<file path="src/rtl/mem_stage_pkg.sv">
// ProcTypes: shared type definitions for the console CPU pipeline, including
// the memory-stage types.
//   IType / MemFunc : instruction class and memory function decodes
//   ExecInst        : record handed from execute to the memory stage
//   MemState        : memory-stage FSM states
//   WbInst          : writeback record {dst, data, we}
//   DEFAULT_TIMEOUT_CYCLES : default bus timeout for the memory stage
package ProcTypes;

  typedef enum logic [3:0] {
    OP, OPIMM, BRANCH, LUI, JAL, JALR, LOAD, STORE, AUIPC, PMUL, Unsupported
  } IType;

  typedef enum logic [3:0] {
    NopM, Lw, Lh, Lhu, Lb, Lbu, Sw, Sh, Sb
  } MemFunc;

  typedef struct packed {
    IType        iType;
    MemFunc      memFunc;
    logic [4:0]  dst;
    logic [31:0] data;
    logic [31:0] addr;
    logic [31:0] nextPc;
  } ExecInst;

  typedef enum logic [2:0] {
    IDLE, REQ, WAIT, WB, ERR
  } MemState;

  typedef struct packed {
    logic [4:0]  dst;
    logic [31:0] data;
    logic        we;
  } WbInst;

  localparam int DEFAULT_TIMEOUT_CYCLES = 255;

  function automatic logic is_load(input MemFunc f);
    return (f == Lw) || (f == Lh) || (f == Lhu) || (f == Lb) || (f == Lbu);
  endfunction

  function automatic logic is_store(input MemFunc f);
    return (f == Sw) || (f == Sh) || (f == Sb);
  endfunction

  // Register-file write enable: only result-producing classes write, and x0
  // is never written.
  function automatic logic wb_writes(input IType t, input logic [4:0] dst);
    logic writes;
    case (t)
      OP, OPIMM, LUI, JAL, JALR, AUIPC, PMUL, LOAD: writes = 1'b1;
      default:                                      writes = 1'b0;
    endcase
    return writes && (dst != 5'd0);
  endfunction

  // Word accesses need offset 0, half accesses need an even offset.
  function automatic logic is_misaligned(input MemFunc f, input logic [1:0] off);
    case (f)
      Lw, Sw:      return off != 2'b00;
      Lh, Lhu, Sh: return off[0];
      default:     return 1'b0;
    endcase
  endfunction

endpackage

</file>
<file path="src/rtl/mem_stage_lane_align.sv">
// mem_lane_align: combinational byte-lane steering for the memory stage.
//   mem_func_in  : memory function of the access
//   offset_in    : byte offset addr[1:0]
//   st_data_in   : unshifted store data
//   ld_rdata_in  : raw load word from memory
//   be_out       : store byte enables (0 for non-stores)
//   wdata_out    : store data replicated across lanes
//   ld_data_out  : sign/zero-extended load value
module mem_lane_align
  import ProcTypes::*;
(
  input  MemFunc      mem_func_in,
  input  logic [1:0]  offset_in,
  input  logic [31:0] st_data_in,
  input  logic [31:0] ld_rdata_in,
  output logic [3:0]  be_out,
  output logic [31:0] wdata_out,
  output logic [31:0] ld_data_out
);

  logic [7:0]  ld_byte;
  logic [15:0] ld_half;

  // Half accesses only look at offset bit 1; bit 0 is ignored (or trapped
  // upstream when misalignment trapping is enabled).
  assign ld_byte = ld_rdata_in[{offset_in, 3'b000} +: 8];
  assign ld_half = ld_rdata_in[{offset_in[1], 4'b0000} +: 16];

  always_comb begin
    be_out    = 4'b0000;
    wdata_out = st_data_in;
    case (mem_func_in)
      Sb: begin
        be_out    = 4'b0001 << offset_in;
        wdata_out = {4{st_data_in[7:0]}};
      end
      Sh: begin
        be_out    = 4'b0011 << {offset_in[1], 1'b0};
        wdata_out = {2{st_data_in[15:0]}};
      end
      Sw: begin
        be_out    = 4'hF;
        wdata_out = st_data_in;
      end
      default: ;
    endcase
  end

  always_comb begin
    ld_data_out = ld_rdata_in;
    case (mem_func_in)
      Lb:      ld_data_out = {{24{ld_byte[7]}}, ld_byte};
      Lbu:     ld_data_out = {24'd0, ld_byte};
      Lh:      ld_data_out = {{16{ld_half[15]}}, ld_half};
      Lhu:     ld_data_out = {16'd0, ld_half};
      default: ld_data_out = ld_rdata_in;
    endcase
  end

endmodule

</file>
<file path="src/rtl/mem_stage.sv">
// mem_stage: memory-access stage between execute and writeback.
// Accepts one ExecInst when idle, performs a load/store over a
// request/grant/response bus, and emits a writeback record.
// Optional feature macro: MEM_MISALIGN_TRAP_EN (misaligned word/half
// accesses go straight to the error state instead of being aligned down).
//
// Handshakes (all valid/ready style):
//   ex_valid_in/ex_ready_out : transfer when both high on a clock edge;
//                              ex_ready_out is high only in IDLE.
//   dmem_req_out/dmem_gnt_in : request and its attributes hold stable until
//                              a cycle with dmem_gnt_in high; load data then
//                              arrives on a cycle with dmem_rvalid_in high
//                              (possibly the grant cycle itself).
//   wb_valid_out/wb_ready_in : record holds until wb_ready_in is high.
//
// Ports: clk_in, rst_n_in (async active-low), ex_* (execute side),
// dmem_* (data memory), wb_* (writeback), err_out/err_addr_out (sticky error).
module mem_stage
  import ProcTypes::*;
#(
  parameter int TIMEOUT_CYCLES = DEFAULT_TIMEOUT_CYCLES
) (
  input  logic        clk_in,
  input  logic        rst_n_in,
  input  logic        ex_valid_in,
  input  ExecInst     ex_inst_in,
  output logic        ex_ready_out,
  output logic        dmem_req_out,
  output logic        dmem_we_out,
  output logic [31:0] dmem_addr_out,
  output logic [31:0] dmem_wdata_out,
  output logic [3:0]  dmem_be_out,
  input  logic        dmem_gnt_in,
  input  logic        dmem_rvalid_in,
  input  logic [31:0] dmem_rdata_in,
  output logic        wb_valid_out,
  input  logic        wb_ready_in,
  output logic        wb_we_out,
  output logic [4:0]  wb_dst_out,
  output logic [31:0] wb_data_out,
  output logic        err_out,
  output logic [31:0] err_addr_out
);

  localparam int CNT_W = $clog2(TIMEOUT_CYCLES + 1);
  localparam logic [CNT_W-1:0] TMO_LAST = CNT_W'(TIMEOUT_CYCLES - 1);

  MemState          state_q, state_d;
  ExecInst          inst_q, inst_d;
  WbInst            wb_q, wb_d;
  logic             wb_valid_q, wb_valid_d;
  logic             req_q, req_d;
  logic             we_q, we_d;
  logic [31:0]      addr_q, addr_d;
  logic [31:0]      wdata_q, wdata_d;
  logic [3:0]       be_q, be_d;
  logic             err_q, err_d;
  logic [31:0]      err_addr_q, err_addr_d;
  logic [CNT_W-1:0] tmo_q, tmo_d;

  logic        accept;
  logic        misaligned;
  MemFunc      align_func;
  logic [1:0]  align_off;
  logic [3:0]  st_be;
  logic [31:0] st_wdata;
  logic [31:0] ld_data;
  logic        unused_ok;

  assign ex_ready_out = (state_q == IDLE);
  assign accept       = ex_valid_in && ex_ready_out;

  // In IDLE the aligner steers the incoming store; afterwards it extends
  // load data for the held instruction.
  assign align_func = (state_q == IDLE) ? ex_inst_in.memFunc : inst_q.memFunc;
  assign align_off  = (state_q == IDLE) ? ex_inst_in.addr[1:0] : inst_q.addr[1:0];

  mem_lane_align u_align (
    .mem_func_in (align_func),
    .offset_in   (align_off),
    .st_data_in  (ex_inst_in.data),
    .ld_rdata_in (dmem_rdata_in),
    .be_out      (st_be),
    .wdata_out   (st_wdata),
    .ld_data_out (ld_data)
  );

`ifdef MEM_MISALIGN_TRAP_EN
  assign misaligned = is_misaligned(ex_inst_in.memFunc, ex_inst_in.addr[1:0]);
`else
  assign misaligned = 1'b0;
`endif

  // nextPc travels with the instruction but is not consumed here.
  assign unused_ok = ^{ex_inst_in.nextPc, inst_q.nextPc};

  always_comb begin
    state_d    = state_q;
    inst_d     = inst_q;
    wb_d       = wb_q;
    wb_valid_d = wb_valid_q;
    req_d      = req_q;
    we_d       = we_q;
    addr_d     = addr_q;
    wdata_d    = wdata_q;
    be_d       = be_q;
    err_d      = err_q;
    err_addr_d = err_addr_q;
    tmo_d      = tmo_q;

    case (state_q)
      IDLE: begin
        if (accept) begin
          inst_d  = ex_inst_in;
          wb_d.dst  = ex_inst_in.dst;
          wb_d.we   = wb_writes(ex_inst_in.iType, ex_inst_in.dst);
          wb_d.data = ex_inst_in.data;
          if (misaligned) begin
            state_d    = ERR;
            err_d      = 1'b1;
            err_addr_d = ex_inst_in.addr;
          end else if (is_load(ex_inst_in.memFunc) || is_store(ex_inst_in.memFunc)) begin
            state_d = REQ;
            req_d   = 1'b1;
            we_d    = is_store(ex_inst_in.memFunc);
            addr_d  = {ex_inst_in.addr[31:2], 2'b00};
            be_d    = st_be;
            wdata_d = is_store(ex_inst_in.memFunc) ? st_wdata : 32'd0;
            tmo_d   = '0;
          end else begin
            state_d    = WB;
            wb_valid_d = 1'b1;
          end
        end
      end

      REQ: begin
        if (dmem_gnt_in) begin
          req_d = 1'b0;
          if (is_store(inst_q.memFunc)) begin
            state_d    = WB;
            wb_valid_d = 1'b1;
          end else if (dmem_rvalid_in) begin
            state_d    = WB;
            wb_valid_d = 1'b1;
            wb_d.data  = ld_data;
          end else begin
            state_d = WAIT;
            tmo_d   = tmo_q + 1'b1;
          end
        end else if (tmo_q == TMO_LAST) begin
          state_d    = ERR;
          req_d      = 1'b0;
          err_d      = 1'b1;
          err_addr_d = inst_q.addr;
        end else begin
          tmo_d = tmo_q + 1'b1;
        end
      end

      WAIT: begin
        if (dmem_rvalid_in) begin
          state_d    = WB;
          wb_valid_d = 1'b1;
          wb_d.data  = ld_data;
        end else if (tmo_q == TMO_LAST) begin
          state_d    = ERR;
          err_d      = 1'b1;
          err_addr_d = inst_q.addr;
        end else begin
          tmo_d = tmo_q + 1'b1;
        end
      end

      WB: begin
        if (wb_ready_in) begin
          state_d    = IDLE;
          wb_valid_d = 1'b0;
        end
      end

      ERR: begin
        req_d = 1'b0;
        err_d = 1'b1;
      end

      default: state_d = IDLE;
    endcase
  end

  always_ff @(posedge clk_in or negedge rst_n_in) begin
    if (!rst_n_in) begin
      state_q    <= IDLE;
      inst_q     <= '0;
      wb_q       <= '0;
      wb_valid_q <= 1'b0;
      req_q      <= 1'b0;
      we_q       <= 1'b0;
      addr_q     <= '0;
      wdata_q    <= '0;
      be_q       <= '0;
      err_q      <= 1'b0;
      err_addr_q <= '0;
      tmo_q      <= '0;
    end else begin
      state_q    <= state_d;
      inst_q     <= inst_d;
      wb_q       <= wb_d;
      wb_valid_q <= wb_valid_d;
      req_q      <= req_d;
      we_q       <= we_d;
      addr_q     <= addr_d;
      wdata_q    <= wdata_d;
      be_q       <= be_d;
      err_q      <= err_d;
      err_addr_q <= err_addr_d;
      tmo_q      <= tmo_d;
    end
  end

  assign dmem_req_out   = req_q;
  assign dmem_we_out    = we_q;
  assign dmem_addr_out  = addr_q;
  assign dmem_wdata_out = wdata_q;
  assign dmem_be_out    = be_q;
  assign wb_valid_out   = wb_valid_q;
  assign wb_we_out      = wb_q.we;
  assign wb_dst_out     = wb_q.dst;
  assign wb_data_out    = wb_q.data;
  assign err_out        = err_q;
  assign err_addr_out   = err_addr_q;

endmodule

</file>
<file path="config.mk">
export PLATFORM = sky130hd
export DESIGN_NAME = mem_stage
export DESIGN_NICKNAME = d
export VERILOG_FILES = /design/src/rtl/mem_stage_pkg.sv /design/src/rtl/mem_stage_lane_align.sv /design/src/rtl/mem_stage.sv
export SDC_FILE = /design/constraint.sdc
export NUM_CORES = 1
export LEC_CHECK = 0
export ABC_AREA = 1
export BUFFER_PORTS_ARGS = -buffer_cell sky130_fd_sc_hd__buf_2
export CAP_MARGIN = 20
export CORE_MARGIN = 1
export CORE_UTILIZATION = 58
export CTS_BUF_LIST = sky130_fd_sc_hd__clkbuf_8
export DETAILED_ROUTE_END_ITERATION = 16
export GPL_ROUTABILITY_DRIVEN = 0
export PLACE_DENSITY = 0.95
export SLEW_MARGIN = 0
export SYNTH_ARGS = -nofsm -noshare
export SYNTH_HDL_FRONTEND = slang
export SYNTH_SLANG_ARGS = --single-unit
export TNS_END_PERCENT = 20
</file>
<file path="constraint.sdc">
create_clock -name clk_in -period 5 [get_ports clk_in]
set_clock_uncertainty 0.15 [all_clocks]
set_input_delay 0.5 -clock clk_in [delete_from_list [all_inputs] [get_ports clk_in]]
set_output_delay 0.5 -clock clk_in [all_outputs]
set_load 0.01 [all_outputs]
</file>
==> impl_results.md <==
* Hold crit path type: in2async
* Rel. slew slack at 35.1%
* Setup TNS at 0 ps
* Crit path top cell by count: nand2_1
* TritonRoute pass-1 iters at 6
* Pin count of the biggest net entering global routing at 107
* Switching share of power at 47.6%
* Global route overflow at 0
* Synth Area in XOR/XNOR at 0.280%
* Die ar. at 16700 µm²
* Synth async-reset ratio at 100%
* Synth Area in Adders at 0.267%
* Register-to-register setup slack at 1880 ps
* Mapped Cells at 1217
* RSZ-0062 raised after global routing: false
* CTS tree: done
* Num rows at 46
* Slew Limit Fails at 0
* Worst path slowest cell: nand3_2
* Layout Nets at 1586
* Antenna Violating Nets Remaining at 0
* Clock sink count at 187
* Layout cell share with drive strength beyond 1 at 23.9%
* Netlist cell types at 36
* CTS H-tree lvls at 4
* Port bufs at 255
* Initial antenna violation count at 2
* DP Area at 10700 µm²
* Gate power share at 50.7%
* Drc violations at 0
* Hpwl dp at 19600 µm
* Post-synth EDFFs at 0
* DR vias/cell at 5.64
* Setup Viol. Count Final at 0
* Core Area at 15800 µm²
* Post-CTS sizing at 0
* Setup crit end kind: flip-flop
* Worst EP arrival at 3330 ps
* Failing checks: negative hold slack
* Post-CTS Setup Repair Bufs at 0
* Hold Violations, Final at 6
* Mapped Avg Cell Area at 7.71 µm²
* Startpoint Class: flip-flop
* Max stage delay on crit path at 610 ps
* Warnings from Yosys at 0
* Part of the cycle the worst path needs at 62.4%
* Routed via count at 9406
* Max-Cap Viols at 0
* Reg2Reg Capture Point: wb_data_out[10]
* Sequential fraction of the synthesis area at 49.9%
* FMAX at 320 MHz
* Length in cells of the worst reg-to-reg path at 10
* Iter 0 DRT Violations at 915
* I/O pins at 290
* Outcome: finished with violations
* Pint at 0.00356 W
* Minimum clock period at 3120 ps
* Clock share of power at 14.4%
* Cell depth of the worst setup path at 10
* Leak at 6.34 nW
* Sequential Power Share at 34.9%
* Mapped cell area at 9390 µm²
* Total global-route track usage at 32.2%
* Worst reg2reg startpoint: state_q[1]
* Main combinational cell family by area after synthesis: simple AND/OR/NAND/NOR gates
* Buf/Inv on CP at 1
* Number of CTS-inserted buffers at 17
* Synth Area in Compound Gates at 10.6%
* Pwr Total at 0.00680 W
* Initial core utilization at 59.3%
* DR WL/cell at 16.2 µm
* Die width at 129 µm
* Critical path class: reg2reg
* Ys flop type: dfrtp_1
* Hold_buf cts at 0
* First-pass GRT wire length at 41600 µm
* Area Overhead vs Synth at 18.4%
* Vias in the first global route at 8443
* NetSw at 0.00324 W
* Worst EP required at 5200 ps
* Die height at 129 µm
* Fill cells at 1217
* Clk Latency, worst-skew pair at 470 ps
* Reg clk slew, reported paths at 100 ps
* Largest delay share family, worst path: simple AND/OR/NAND/NOR gates
* Cells along the critical path: nor2_4 > nand2_4 > nand2_1 > nand2_1 > inv_2 > nand3_2 > nand2_1 > nand3_1 > nand2_1 > a21oi_1
* Mux share of post-synthesis cell area at 2.88%
* Root Buffer: clkbuf_8
* Max FO, Critical Path at 34
* PwrDens at 612 nW/µm²
* Peak VDD IR at 0.327 mV
* Worst-case clock buffer depth at 2
* Post-route cell area at 11100 µm²
* Routed wire length at 27000 µm
* Tightest hold margin at -20.3 ps
* Worst Tran Pin Value at 973 ps
* #FFs+latches synth at 187
* Synth Area in Simple Gates at 27.3%
-- kinds of logic (layout without fill, tap and decap cells) --
kind of cell / count (synthesis) / in the layout
DFF: 187 / 187
adders and majority gates: 2 / 2
buffers and inverters: 203 / 435
AOI/OAI and AO/OA: 190 / 190
xor gates and xnor gates: 3 / 3
other: 1 / 3
and+or+nand+nor: 607 / 607
muxes: 24 / 24
-- metal layers --
layer,track usage (%),share of wire (%),vias to the layer above
li1,-,-,4359
met3,8.55,12,110
met5,0,0.037,-
met1,40.9,38,4325
met2,52.1,47,610
met4,13.8,4.1,2
-- cells in the final DEF (no fill, tap or decap), drive strengths merged --
cell      netlist  final
nand3         147    147
o211ai          4      4
a21o            1      1
or2             2      2
o21ai         109    109
clkinv          0      5
nor3            2      2
diode           0      1
conb            1      2
clkbuf         29     17
o31ai           1      1
a21oi          72     72
o22ai           1      1
ha              2      2
nand4          19     19
a32o            1      1
clkinvlp        0      4
xor2            2      2
inv           139    145
nand2         378    378
xnor2           1      1
nor2           59     59
buf            35    264
o211a           1      1
mux2           24     24
dfrtp         187    187
-- synth_stat cells, types with 4 or more instances --
library cell	number	area share, %
mux2_2	24	2.9
nor2_1	56	2.2
clkbuf_1	29	1.2
nand3_1	144	7.7
o211ai_1	4	0.32
a21oi_1	72	3.8
o21ai_1	10	0.53
dfrtp_1	187	50
inv_1	130	5.2
o21ai_0	96	5.1
nand2_1	375	15
buf_2	27	1.4
nand4_1	18	1.2
buf_4	5	0.40
inv_2	9	0.36
-- layout make-up --
cell class / instances / area (µm²) / share of cell area, %
Sequential cell: 187 / 4680 / 42.1
Multi-Input combinational cell: 828 / 3900 / 35.1
Timing Repair Buffer: 264 / 1350 / 12.1
Inverter: 139 / 522 / 4.70
Tap cell: 216 / 270 / 2.43
Clock buffer: 17 / 234 / 2.11
Clock inverter: 15 / 158 / 1.42
Antenna cell: 1 / 2.50 / 0.0225
-- through the flow --
step                      std cells  utilization (%)  setup WS, ps
after global routing           1667             70.2          1730
after global placement         1634             67.7          2080
after floorplan                1218                -          3090
after detailed placement       1634             67.7          2040
final                          1667             70.2          1880
after CTS                      1666             70.2          2000
-- state kept, by name, summed over array words and instances, names as in the netlist --
register / count
dmem_req_out: 1
state_q: 3
wb_valid_out: 1
dmem_be_out: 4
err_out: 1
err_addr_out: 32
tmo_q: 8
wb_dst_out: 5
wb_data_out: 32
inst_q: 36
dmem_addr_out: 30
dmem_wdata_out: 32
dmem_we_out: 1
wb_we_out: 1
-- power groups by stage --
stage	Clock [W]	Sequential (W)	Combinational, W
floorplan	0	0.00254	0.00215
global placement	0	0.00236	0.00322
detailed placement	0	0.00239	0.00335
CTS	0.000986	0.00236	0.00338
global route	0.00105	0.00243	0.00382
finish	0.000979	0.00237	0.00345
-- worst max path at each step --
stage                     from                 end  slack [ps]
finish              state_q[1]     wb_data_out[10]        1880
global route        state_q[2]      wb_data_out[3]        1730
CTS                 state_q[1]     wb_data_out[10]        2000
detailed placement  state_q[1]     wb_data_out[10]        2040
global placement    state_q[1]     wb_data_out[10]        2080
floorplan           state_q[1]  dmem_wdata_out[14]        3090
(Power assumes the default switching activity.)
